--- src/rtl/video_pkg.sv ---
// Shared video geometry for the tile scan-out path: map/tile sizes, pixel scaling
// and the fixed render latency, plus the world-coordinate and map-address helpers.
package video_pkg;

    localparam int MAP_COLS_LOG2  = 6;
    localparam int MAP_ROWS_LOG2  = 5;
    localparam int TILE_LOG2      = 3;
    localparam int PIX_SCALE_LOG2 = 1;
    localparam int RENDER_LAT     = 3;

    localparam int WX_W    = MAP_COLS_LOG2 + TILE_LOG2;
    localparam int WY_W    = MAP_ROWS_LOG2 + TILE_LOG2;
    localparam int MAP_AW  = 12;
    localparam int PAT_AW  = 11;
    localparam int CTRL_W  = 3;

    // World coordinates wrap around the virtual map; the carry out is dropped on purpose.
    function automatic logic [WX_W-1:0] world_x(input logic [WX_W-1:0] tile_px,
                                                input logic [WX_W-1:0] scroll);
        return tile_px + scroll;
    endfunction

    function automatic logic [WY_W-1:0] world_y(input logic [WY_W-1:0] tile_px,
                                                input logic [WY_W-1:0] scroll);
        return tile_px + scroll;
    endfunction

    function automatic logic [MAP_AW-1:0] map_addr(input logic [MAP_COLS_LOG2-1:0] col,
                                                   input logic [MAP_ROWS_LOG2-1:0] row);
        return {1'b0, row, col};
    endfunction

endpackage

--- src/rtl/tile_renderer_sync_delay.sv ---
// sync_delay: fixed-depth shift register with synchronous active-low reset, used to
// keep active/hsync/vsync aligned with the pixel pipeline.
module sync_delay #(
    parameter int DEPTH = 3,
    parameter int WIDTH = 1
) (
    input  logic             clk,
    input  logic             resetn,
    input  logic [WIDTH-1:0] d_i,
    output logic [WIDTH-1:0] q_o
);

    logic [WIDTH-1:0] stage_q [DEPTH];

    always_ff @(posedge clk) begin
        if (!resetn) begin
            for (int i = 0; i < DEPTH; i++) begin
                stage_q[i] <= '0;
            end
        end else begin
            stage_q[0] <= d_i;
            for (int i = 1; i < DEPTH; i++) begin
                stage_q[i] <= stage_q[i-1];
            end
        end
    end

    assign q_o = stage_q[DEPTH-1];

endmodule

--- src/rtl/tile_renderer.sv ---
// tile_renderer: turns timing-generator coordinates into map and pattern reads and
// emits one 1-bpp pixel per clock, three clocks after the coordinate is presented.
// Optional scrolling is enabled by defining TILE_RENDERER_SCROLL_EN.
module tile_renderer
    import video_pkg::*;
(
    input  logic              clk,
    input  logic              resetn,
    input  logic [9:0]        vid_x,
    input  logic [9:0]        vid_y,
    input  logic              vid_active,
    input  logic              vid_hsync,
    input  logic              vid_vsync,
    input  logic              frame_start,
    input  logic [8:0]        scroll_x_in,
    input  logic [7:0]        scroll_y_in,
    output logic              map_ren,
    output logic [11:0]       map_raddr,
    input  logic [7:0]        map_rdata,
    output logic              pat_ren,
    output logic [10:0]       pat_raddr,
    input  logic [7:0]        pat_rdata,
    output logic              pix_on,
    output logic              pix_active,
    output logic              pix_hsync,
    output logic              pix_vsync
);

    logic [WX_W-1:0]      scroll_x_d;
    logic [WY_W-1:0]      scroll_y_d;
    logic [WX_W-1:0]      wx;
    logic [WY_W-1:0]      wy;

    logic [TILE_LOG2-1:0] fx_p0_q;
    logic [TILE_LOG2-1:0] fy_p0_q;
    logic                 vld_p0_q;
    logic [TILE_LOG2-1:0] fx_p1_q;
    logic                 vld_p1_q;
    logic                 pix_on_d;
    logic                 pix_on_q;
    logic [TILE_LOG2-1:0] bit_sel;

`ifdef TILE_RENDERER_SCROLL_EN
    logic [WX_W-1:0] scroll_x_q;
    logic [WY_W-1:0] scroll_y_q;

    // The pixel on the frame_start cycle already uses the newly requested offset.
    assign scroll_x_d = frame_start ? scroll_x_in : scroll_x_q;
    assign scroll_y_d = frame_start ? scroll_y_in : scroll_y_q;

    always_ff @(posedge clk) begin
        if (!resetn) begin
            scroll_x_q <= '0;
            scroll_y_q <= '0;
        end else begin
            scroll_x_q <= scroll_x_d;
            scroll_y_q <= scroll_y_d;
        end
    end
`else
    logic unused_scroll;

    assign scroll_x_d    = '0;
    assign scroll_y_d    = '0;
    assign unused_scroll = ^{frame_start, scroll_x_in, scroll_y_in};
`endif

    // Stage 0: screen pixel -> world coordinate -> map read, issued combinationally.
    logic unused_coord;

    assign unused_coord = ^{vid_x[0], vid_y[0], vid_y[9]};
    assign wx        = world_x(vid_x[WX_W:PIX_SCALE_LOG2], scroll_x_d);
    assign wy        = world_y(vid_y[WY_W:PIX_SCALE_LOG2], scroll_y_d);
    assign map_ren   = vid_active;
    assign map_raddr = map_addr(wx[WX_W-1:TILE_LOG2], wy[WY_W-1:TILE_LOG2]);

    always_ff @(posedge clk) begin
        fx_p0_q <= wx[TILE_LOG2-1:0];
        fy_p0_q <= wy[TILE_LOG2-1:0];
        fx_p1_q <= fx_p0_q;
    end

    // Stage 1: tile index returned by the map selects the pattern row.
    assign pat_ren   = vld_p0_q & resetn;
    assign pat_raddr = {map_rdata, fy_p0_q};

    // Stage 2: pick the pixel bit; bit 7 of a pattern row is the leftmost pixel.
    assign bit_sel  = ~fx_p1_q;
    assign pix_on_d = vld_p1_q & pat_rdata[bit_sel];

    always_ff @(posedge clk) begin
        if (!resetn) begin
            vld_p0_q <= 1'b0;
            vld_p1_q <= 1'b0;
            pix_on_q <= 1'b0;
        end else begin
            vld_p0_q <= vid_active;
            vld_p1_q <= vld_p0_q;
            pix_on_q <= pix_on_d;
        end
    end

    assign pix_on = pix_on_q;

    sync_delay #(
        .DEPTH (RENDER_LAT),
        .WIDTH (CTRL_W)
    ) u_ctrl_delay (
        .clk    (clk),
        .resetn (resetn),
        .d_i    ({vid_active, vid_hsync, vid_vsync}),
        .q_o    ({pix_active, pix_hsync, pix_vsync})
    );

endmodule

--- config.mk ---
export PLATFORM = sky130hd
export DESIGN_NAME = tile_renderer
export DESIGN_NICKNAME = d
export VERILOG_FILES = /design/src/rtl/video_pkg.sv /design/src/rtl/tile_renderer_sync_delay.sv /design/src/rtl/tile_renderer.sv
export SDC_FILE = /design/constraint.sdc
export NUM_CORES = 1
export LEC_CHECK = 0
export CORE_MARGIN = 2
export CORE_UTILIZATION = 25
export CTS_CLUSTER_SIZE = 16
export DETAILED_ROUTE_END_ITERATION = 8
export PLACE_DENSITY_LB_ADDON = 0.25
export SLEW_MARGIN = 20
export SYNTH_ARGS = -nofsm -noshare
export SYNTH_HDL_FRONTEND = slang
export SYNTH_HIERARCHICAL = 1
export SYNTH_SLANG_ARGS = --single-unit
--- constraint.sdc ---
create_clock -name clk -period 1.6 [get_ports clk]
set_clock_uncertainty 0.15 [all_clocks]
set_input_delay 0.48 -clock clk [delete_from_list [all_inputs] [get_ports clk]]
set_output_delay 0.48 -clock clk [all_outputs]
set_load 0.005 [all_outputs]
==> results of run 1 <==
metal layers:
metal / routed length (um) / share of wire / GRT usage / up-vias
met5: 0 / 0 / 0 / -
met4: 0 / 0 / 0.0487 / 0
met3: 165 / 0.15 / 0.0374 / 0
met2: 513 / 0.48 / 0.106 / 37
met1: 391 / 0.37 / 0.0639 / 170
li1: - / - / - / 199
kinds of logic after synthesis:
family                 count (synthesis)  synth area share
AND/OR/NAND/NOR                       13             0.105
AO/OA/AOI/OAI                          2            0.0233
other                                  1           0.00499
flip-flops                            21             0.559
buffers and inverters                 25             0.245
multiplexers                           3            0.0632
stage by stage:
stage          power, mW  hold slack (ps)   util
5_1_grt            0.921              197  0.322
2_1_floorplan      0.628              160      -
6_report           0.872              188  0.322
4_1_cts            0.890              191  0.322
3_5_place_dp       0.654              163  0.319
3_3_place_gp       0.653              162  0.319
power by group through the flow:
stage | Combinational [mW] | Sequential, mW | Clock [mW]
2_1_floorplan | 0.0629 | 0.565 | 0
3_3_place_gp | 0.0869 | 0.566 | 0
3_5_place_dp | 0.0880 | 0.566 | 0
4_1_cts | 0.0804 | 0.554 | 0.255
5_1_grt | 0.0867 | 0.557 | 0.278
6_report | 0.0787 | 0.554 | 0.240
synth_stat cells, drive strengths merged:
master and number:
mux2 1, o311ai 1, and2 12, dfxtp 21, a311oi 1, nor2 1, inv 1, conb 1
buf 24, mux2i 1, mux4 1
worst register-to-register path, cell delays in order (launching register included):
cell and delay (ps):
sky130_fd_sc_hd__dfxtp_1 410, sky130_fd_sc_hd__mux4_1 560, sky130_fd_sc_hd__nor2_1 100, sky130_fd_sc_hd__a311oi_1 50
state kept, by name (all words and copies together) (netlist names):
name and cells:
fy_p0_q 3, vld_p0_q 1, vld_p1_q 1, u_ctrl_delay/stage_q 9
fx_p1_q 3, pix_on 1, fx_p0_q 3
repair_timing:
item | CTS | global route
buffers inserted | 0 | 0
setup endpoints to repair | 9 | 0
resized for setup | 19 | 0
hold buffers | 0 | 0
worst max path at each step:
| stage | start | endpoint | slack [ps] | cells past startpoint |
|---|---|---|---|---|
| after floorplan | pat_rdata[6] | pix_on | 230 | 3 |
| after global placement | resetn | pat_ren | -590 | 3 |
| after detailed placement | resetn | pat_ren | -600 | 3 |
| after CTS | resetn | pat_ren | 40 | 3 |
| after global routing | resetn | pat_ren | 20 | 3 |
| final | resetn | pat_ren | 50 | 3 |
layout make-up:
class | count | share of cell area
clock buffers | 4 | 0.0291
inverters | 1 | 0.00416
multi-input cells | 19 | 0.163
flip-flops and latches | 21 | 0.467
well taps | 31 | 0.0429
repair buffers | 29 | 0.294
==> impl_results.md, run 1 <==
- Status: finished, violations left
- Violated checks: design-rule violations
- Std-Cell Core Area: 2810 um^2
- Share of power burned in combinational logic: 0.090
- Top cells by area in the synthesized netlist: sky130_fd_sc_hd__dfxtp_1, sky130_fd_sc_hd__buf_4, sky130_fd_sc_hd__and2_1
- Final count of pins violating max slew: 0
- Proportion of layout cells with a drive suffix above 1: 0.108
- Number of storage elements in the synthesis netlist: 21
- Maximum operating frequency: 644 MHz
- Cell count after placement: 101
- Number of standard cells in the final layout excluding fillers: 105
- Critical path fanouts, max: 2
- Synthesized net count: 124
- Aggregate global-route resource usage: 0.0666
- Synth area leader: sky130_fd_sc_hd__dfxtp_1
- Setup slack of the worst register-to-register path: 230 ps
- Weighted congestion at the end of routability-driven global placement: 0.635
- Number of design-rule violations left by the first detailed-router iteration: 9
- Endpoint of the worst-slack reg-to-reg timing path: pix_on
- Die area: 3460 um^2
- Max IR drop VDD: 0.000487 V
- Die Wd: 58.8 um
- Synth Cell Area: 752 um^2
- Top cell family by delay on the critical path: buffers and inverters
- Area used by multi-input combinational logic: 148 um^2
- Inserted Clock Buffers: 3
- Setup tns final: 0 ps
- Routed wirelength normalized by instance count: 10.2 um
- Most used cells in the layout excluding fill and tap cells: sky130_fd_sc_hd__dfxtp_1, sky130_fd_sc_hd__clkdlybuf4s50_1, sky130_fd_sc_hd__and2_1, sky130_fd_sc_hd__dlygate4sd2_1, sky130_fd_sc_hd__clkbuf_4
- Clock latency on the worst-skew pair: 290 ps
- Top cell type's share of synthesized area: 0.559
- Start of the worst register-to-register path: fx_p1_q[0]
- Number of global-route vias before repair: 420
- Clk pin slew, worst setup/hold paths: 100 ps
- Slowest stage delay, CP: 170 ps
- Hold path cells: 0
- Pwr Density: 965 nW/um^2
- Internal Power: 0.703 mW
- Final Hold Fails: 0
- Critical path's slowest cell: sky130_fd_sc_hd__clkdlybuf4s15_1
- Fillers: 296
- Initial antenna violation count: 0
- Avg Inst Size Synth: 11.6 um^2
- Final Routed Wirelength: 1.07 mm
- Most common cell after layout, fill and taps aside: sky130_fd_sc_hd__dfxtp_1
- Number of antenna-violating nets in the routed design: 0
- Path type of the worst setup path: input pin to output pin
- # H-tree levels: 1
- Wire length of the first global-routing pass: 1.70 mm
- Placed cell area: 896 um^2
- Max-cap violations: 0
- CP Cell Sequence: clkdlybuf4s15_1 > and2_1 > buf_2
- Crit path buffers/inverters: 2
- Area Growth Syn to Fin: 20.1%
- Clock Tree Buf Depth: 2
- Count of yosys warnings during synthesis: 6
- Maximum number of pins on one net before global-route repair: 13
- Post-layout nets: 134
- Switching Power: 0.169 mW
- Ant diodes: 0
- Remaining global-route overflow: 0
- Number of core rows: 19
- Clock root buffer: sky130_fd_sc_hd__clkbuf_4
- Gate Count Post-Synth: 65
- Routed via count divided by cell count: 3.87
- Clock sink count: 21
- Part of the Yosys area used for sequential elements: 0.559
- Sw Ratio: 0.194
- DPL Wire Length: 843 um
- Remaining DRCs: 7
- Clk network pwr share: 0.275
- Number of iterations in the first detailed-routing pass: 8
- Setup repair after global routing missed its margin: no
- Worst reg2reg path depth: 3
- Startpoint Class: input pin
- I/O pin count: 88
- Vertical die dimension: 58.8 um
- CP Capture Type: output pin
- Distinct cell type count of the synthesized netlist: 11
- Hold EP: fx_p1_q[2]
- Worst slack at placement: -597 ps
- Count of endpoints failing setup in the final report: 0
- Final worst path period share: 0.971
- Number of port buffers: 27
- Non-Filler Cell Area, Final: 903 um^2
- Static power due to leakage: 0.394 nW
- Required time worst endpoint: 970 ps
- Data arrival, critical path: 920 ps
- Tightest Hold Check Type: flop to flop
- Starting density of the core: 0.268
- Part of the power in registers: 0.635
- Storage element area: 422 um^2
- Routed via count: 406
- Slack of the critical path: 47.0 ps
- Startpoint of the most critical hold path: fx_p0_q[2]
- TritonCTS clock tree: yes
- Clock period minus final worst setup slack: 1550 ps
Power figures use the tool's default switching activity.
==> inputs of run 2 (changes only) <==
CTS_BUF_LIST = sky130_fd_sc_hd__clkbuf_4   (was not set)
GPL_ROUTABILITY_DRIVEN = 0   (was not set)
SKIP_LAST_GASP = 1   (was not set)
==> impl_results.md, run 2 (synthesis results as in run 1) <==
- Status: finished, violations left
- Violated checks: design-rule violations
- Pwr Density: 977 nW/um^2 (+1.2%)
- Remaining global-route overflow: 0 (unchanged)
- Data arrival, critical path: 900 ps (-20 ps)
- Final Hold Fails: 0 (unchanged)
- TritonCTS clock tree: yes
- Cell count after placement: 101 (unchanged)
- Die area: 3460 um^2 (unchanged)
- Internal Power: 0.720 mW (+2.4%)
- Final worst path period share: 0.959 (-0.0114)
- Clock root buffer: sky130_fd_sc_hd__clkbuf_4
- Worst reg2reg path depth: 3 (unchanged)
- Storage element area: 422 um^2 (unchanged)
- Setup repair after global routing missed its margin: no
- Std-Cell Core Area: 2810 um^2 (unchanged)
- Top cell family by delay on the critical path: buffers and inverters
- Final Routed Wirelength: 1.04 mm (-3.0%)
- Number of iterations in the first detailed-routing pass: 8 (unchanged)
- # H-tree levels: 1 (unchanged)
- Final count of pins violating max slew: 0 (unchanged)
- Number of design-rule violations left by the first detailed-router iteration: 9 (unchanged)
- Area Growth Syn to Fin: 20.6%
- Sw Ratio: 0.188 (-0.00620)
- Proportion of layout cells with a drive suffix above 1: 0.122 (+0.0135)
- Worst slack at placement: -597 ps (unchanged)
- Top reg by flops: u_ctrl_delay/stage_q
- Clock sink count: 21 (unchanged)
- Part of the power in registers: 0.624 (-0.011)
- Slowest stage delay, CP: 170 ps (about the same)
- Critical path fanouts, max: 2 (unchanged)
- Path type of the worst setup path: input pin to output pin
- Slack of the critical path: 65.3 ps (+18.2 ps)
- Remaining DRCs: 7 (unchanged)
- Maximum operating frequency: 652 MHz (+1.2%)
- Max IR drop VDD: 0.000486 V (about the same)
- Area used by multi-input combinational logic: 148 um^2 (unchanged)
- Max-cap violations: 0 (unchanged)
- Ant diodes: 0 (unchanged)
- Initial antenna violation count: 0 (unchanged)
- Aggregate global-route resource usage: 0.0652 (-0.00140)
- Crit path buffers/inverters: 2 (unchanged)
- Number of antenna-violating nets in the routed design: 0 (unchanged)
- Clk network pwr share: 0.287 (+0.012)
- I/O pin count: 88 (unchanged)
- Clock Tree Buf Depth: 2 (unchanged)
- Post-layout nets: 134 (unchanged)
- Hold EP: fx_p1_q[2]
- Total power: 0.886 mW (+1.6%)
- Most used cells in the layout excluding fill and tap cells: sky130_fd_sc_hd__dfxtp_1, sky130_fd_sc_hd__clkdlybuf4s50_1, sky130_fd_sc_hd__and2_1, sky130_fd_sc_hd__dlygate4sd2_1, sky130_fd_sc_hd__clkbuf_4
- Most common cell after layout, fill and taps aside: sky130_fd_sc_hd__dfxtp_1
- Flip-flop count of the largest register, all copies and words added: 9 (unchanged)
- Clk pin slew, worst setup/hold paths: 110 ps (about the same)
- Starting density of the core: 0.268 (unchanged)
- DPL Wire Length: 843 um (unchanged)
- Clock period minus final worst setup slack: 1530 ps (-18.2 ps)
- Setup slack of the worst register-to-register path: 230 ps (about the same)
- Switching Power: 0.166 mW (-1.6%)
- Number of global-route vias before repair: 419 (-0.24%)
- Critical path's slowest cell: sky130_fd_sc_hd__clkdlybuf4s15_1
- Endpoint of the worst-slack reg-to-reg timing path: pix_on
- Startpoint Class: input pin
- Buffers inserted by post-CTS timing repair: 0 (unchanged)
- Required time worst endpoint: 970 ps (about the same)
- Clock latency on the worst-skew pair: 290 ps (about the same)
- Number of core rows: 19 (unchanged)
- Routed via count: 408 (+0.49%)
- Routed via count divided by cell count: 3.89 (+0.49%)
- CP Cell Sequence: clkdlybuf4s15_1 > and2_1 > buf_2
- Start of the worst register-to-register path: fx_p1_q[0]
- Inserted Clock Buffers: 3 (unchanged)
- Die Wd: 58.8 um (unchanged)
- CP Capture Type: output pin
- Startpoint of the most critical hold path: fx_p0_q[2]
- Count of endpoints failing setup in the final report: 0 (unchanged)
- Hold path cells: 0 (unchanged)
- Static power due to leakage: 0.397 nW (+0.87%)
- Wire length of the first global-routing pass: 1.67 mm (-1.6%)
- Vertical die dimension: 58.8 um (unchanged)
- Number of standard cells in the final layout excluding fillers: 105 (unchanged)
- Tightest Hold Check Type: flop to flop
- Maximum number of pins on one net before global-route repair: 13 (unchanged)
- First element of the critical path: resetn
- Share of power burned in combinational logic: 0.089 (about the same)
- Routed wirelength normalized by instance count: 9.89 um (-3.0%)
- Fillers: 298 (+0.68%)
- Number of port buffers: 27 (unchanged)
==> run 2: power by group through the flow <==
| stage | Clock, mW | Combinational (mW) | Sequential [mW] |
|---|---|---|---|
| 3_5_place_dp | 0 | 0.0880 | 0.566 |
| 5_1_grt | 0.295 | 0.0866 | 0.557 |
| 2_1_floorplan | 0 | 0.0629 | 0.565 |
| 6_report | 0.254 | 0.0786 | 0.553 |
| 4_1_cts | 0.273 | 0.0800 | 0.554 |
| 3_3_place_gp | 0 | 0.0869 | 0.566 |
==> run 2: repair_timing <==
action | CTS | global route
pin swaps | 1 | 1
setup endpoints to repair | 9 | 1
gates resized for setup | 18 | 1
hold buffers | 0 | 0
==> run 2: worst max path at each step <==
stage,endpoint,depth (start not counted)
after detailed placement,pat_ren,3
after floorplan,pix_on,3
after CTS,pat_ren,3
after global routing,pat_ren,3
after global placement,pat_ren,3
final,pat_ren,3
==> run 2: layout make-up <==
| class | count | area share |
|---|---|---|
| Inverter | 1 | 0.00414 |
| Sequential cell | 21 | 0.465 |
| Tap cell | 31 | 0.0428 |
| Timing Repair Buffer | 29 | 0.292 |
| Clock buffer | 4 | 0.0331 |
| Multi-Input combinational cell | 19 | 0.163 |
==> run 2: stage by stage <==
stage / instance area [um^2] / hold WS [ps] / utilization / TNS [ps]
after global placement: 896 / 162 / 0.319 / -1310
after CTS: 906 / 191 / 0.323 / -19.4
after global routing: 907 / 197 / 0.323 / 0
final: 907 / 188 / 0.323 / 0
after detailed placement: 896 / 163 / 0.319 / -1320
after floorplan: 752 / 160 / - / 0
==> run 2: layer usage <==
metal | global-route usage | wire, um | up-vias | part of all wire
li1 | - | - | 199 | -
met1 | 0.0651 | 390 | 172 | 0.38
met2 | 0.100 | 488 | 37 | 0.47
met3 | 0.0374 | 159 | 0 | 0.15
met4 | 0.0487 | 0 | 0 | 0
met5 | 0 | 0 | - | 0
==> inputs of run 3 (changes only) <==
CORE_UTILIZATION = 24   (was 25)
CTS_BUF_LIST = not set   (was sky130_fd_sc_hd__clkbuf_4)
clock period = 1.3 ns   (was 1.6 ns; I/O delays follow)
==> impl_results.md, run 3 (synthesis results as in run 1) <==
- Status: finished, violations left
- Violated checks: negative setup slack
- Static power due to leakage: 0.394 nW (-0.76%)
- Tightest Hold Check Type: flop to flop
- Number of core rows: 20 (+1)
- Starting density of the core: 0.248 (-0.0197)
- Critical path's slowest cell: sky130_fd_sc_hd__dlygate4sd2_1
- Maximum number of pins on one net before global-route repair: 13 (unchanged)
- Wire length of the first global-routing pass: 1.60 mm (-4.1%)
- Number of standard cells in the final layout excluding fillers: 118 (+12%)
- Aggregate global-route resource usage: 0.0626 (-0.00262)
- Max IR drop VDD: 0.000494 V (+1.6%)
- Max-cap violations: 0 (unchanged)
- Clock period minus final worst setup slack: 1430 ps
- Remaining global-route overflow: 0 (unchanged)
- Ant diodes: 0 (unchanged)
- Clock Tree Buf Depth: 2 (unchanged)
- Die Wd: 60.0 um (+1.9%)
- Startpoint Class: input pin
- Number of port buffers: 27 (unchanged)
- TritonCTS clock tree: yes
- Area Growth Syn to Fin: 22.8%
- Setup tns final: -129 ps (-129 ps)
- Area used by multi-input combinational logic: 160 um^2 (+8.5%)
- Number of antenna-violating nets in the routed design: 0 (unchanged)
- Worst slack at placement: -716 ps (-119 ps)
- Total power: 1.08 mW (+22%)
- Most common cell after layout, fill and taps aside: sky130_fd_sc_hd__dfxtp_1
- Number of iterations in the first detailed-routing pass: 4 (-4)
- Fillers: 318 (+6.7%)
- Maximum operating frequency: 700 MHz
- Data arrival, critical path: 890 ps (about the same)
- Worst reg2reg path depth: 3 (unchanged)
- Critical path fanouts, max: 2 (unchanged)
- Slack of the critical path: -129 ps (-194 ps)
- Routed via count: 388 (-4.9%)
- Count of endpoints failing setup in the final report: 1 (+1)
- Final worst path period share: 1.10
- Flip-flop count of the largest register, all copies and words added: 9 (unchanged)
- I/O pin count: 88 (unchanged)
- Number of global-route vias before repair: 378 (-9.8%)
- Pwr Density: 1170 nW/um^2 (+20%)
- Clock latency on the worst-skew pair: 290 ps (about the same)
- Routed wirelength normalized by instance count: 9.13 um (-7.7%)
- Inserted Clock Buffers: 3 (unchanged)
- Clock root buffer: sky130_fd_sc_hd__clkbuf_4
- Path type of the worst setup path: input pin to output pin
- Most used cells in the layout excluding fill and tap cells: sky130_fd_sc_hd__dfxtp_1, sky130_fd_sc_hd__and2_1, sky130_fd_sc_hd__clkdlybuf4s50_1, sky130_fd_sc_hd__dlygate4sd2_1, sky130_fd_sc_hd__buf_2
- Final count of pins violating max slew: 0 (unchanged)
- Clk pin slew, worst setup/hold paths: 110 ps (about the same)
- Remaining DRCs: 0 (-7)
- Post-layout nets: 134 (unchanged)
- Die area: 3600 um^2 (+3.9%)
- Cell count after placement: 114 (+13%)
- Std-Cell Core Area: 3030 um^2 (+7.9%)
- CP Cell Sequence: dlygate4sd2_1 > and2_4 > buf_6
- Crit path buffers/inverters: 2 (unchanged)
- Top reg by flops: u_ctrl_delay/stage_q
- Final Hold Fails: 0 (unchanged)
- Initial antenna violation count: 0 (unchanged)
- Proportion of layout cells with a drive suffix above 1: 0.311 (+0.189)
- # H-tree levels: 1 (unchanged)
- Startpoint of the most critical hold path: fx_p0_q[0]
- CP Capture Type: output pin
- Buffers inserted by post-CTS timing repair: 0 (unchanged)
- Storage element area: 428 um^2 (+1.5%)
- First element of the critical path: resetn
- Start of the worst register-to-register path: fx_p1_q[0]
- Number of design-rule violations left by the first detailed-router iteration: 5 (-4)
- Setup repair after global routing missed its margin: yes
- Routed via count divided by cell count: 3.29 (-15%)
- Vertical die dimension: 60.0 um (+1.9%)
- Slowest stage delay, CP: 240 ps (+70 ps)
- Top cell family by delay on the critical path: buffers and inverters
- DPL Wire Length: 819 um (-2.8%)
- Hold Buf Count CTS: 0 (unchanged)
- Clock sink count: 21 (unchanged)
- Final Routed Wirelength: 1.08 mm (+3.8%)
- Number of cells on the critical path: 3 (unchanged)
- Required time worst endpoint: 760 ps (-210 ps)
- Hold path cells: 0 (unchanged)
## run 3: cell count changes in the layout (fill, tap and decap cells not counted), sizes merged
cell	previous run	this run
buf	4	11
clkdlybuf4s50	16	10
dlygate4sd2	8	7
## run 3: through the flow
stage	area, um^2	utilization	hold slack (ps)
3_5_place_dp	913	0.302	162
5_1_grt	923	0.305	190
6_report	923	0.305	182
2_1_floorplan	753	-	160
3_3_place_gp	913	0.302	162
4_1_cts	893	0.295	184
## run 3: power by group
group / switching, mW / internal (mW)
registers: 0.0103 / 0.672
logic: 0.0266 / 0.0730
clock network: 0.180 / 0.119
total: 0.217 / 0.865
## run 3: repair_timing
item | in CTS | in global routing
setup endpoints to repair | 10 | 9
gates resized for setup | 49 | 9
pin swaps | 4 | 2
## run 3: final cells by class
| class | instances | share of cell area |
|---|---|---|
| Clock buffer | 4 | 0.0285 |
| Inverter | 1 | 0.00407 |
| Multi-Input combinational cell | 19 | 0.173 |
| Sequential cell | 21 | 0.463 |
| Tap cell | 44 | 0.0596 |
| Timing Repair Buffer | 29 | 0.271 |
## run 3: per-layer routing
layer | global-route usage | part of all wire
met5 | 0 | 0
met4 | 0.0540 | 0.0037
met3 | 0.0303 | 0.16
met2 | 0.0823 | 0.46
met1 | 0.0744 | 0.37
## run 3: path summary, 6_finish.rpt
kind                endpoint  slack [ps]
setup / recovery     pat_ren        -130
hold / removal    fx_p1_q[0]         180
hold reg to reg   fx_p1_q[0]         180
setup reg to reg      pix_on          30
## run 3: worst reg2reg max path, stage by stage (launching register included)
cell and delay (ps):
sky130_fd_sc_hd__dfxtp_4 380, sky130_fd_sc_hd__mux4_2 500, sky130_fd_sc_hd__nor2_2 90, sky130_fd_sc_hd__a311oi_1 40
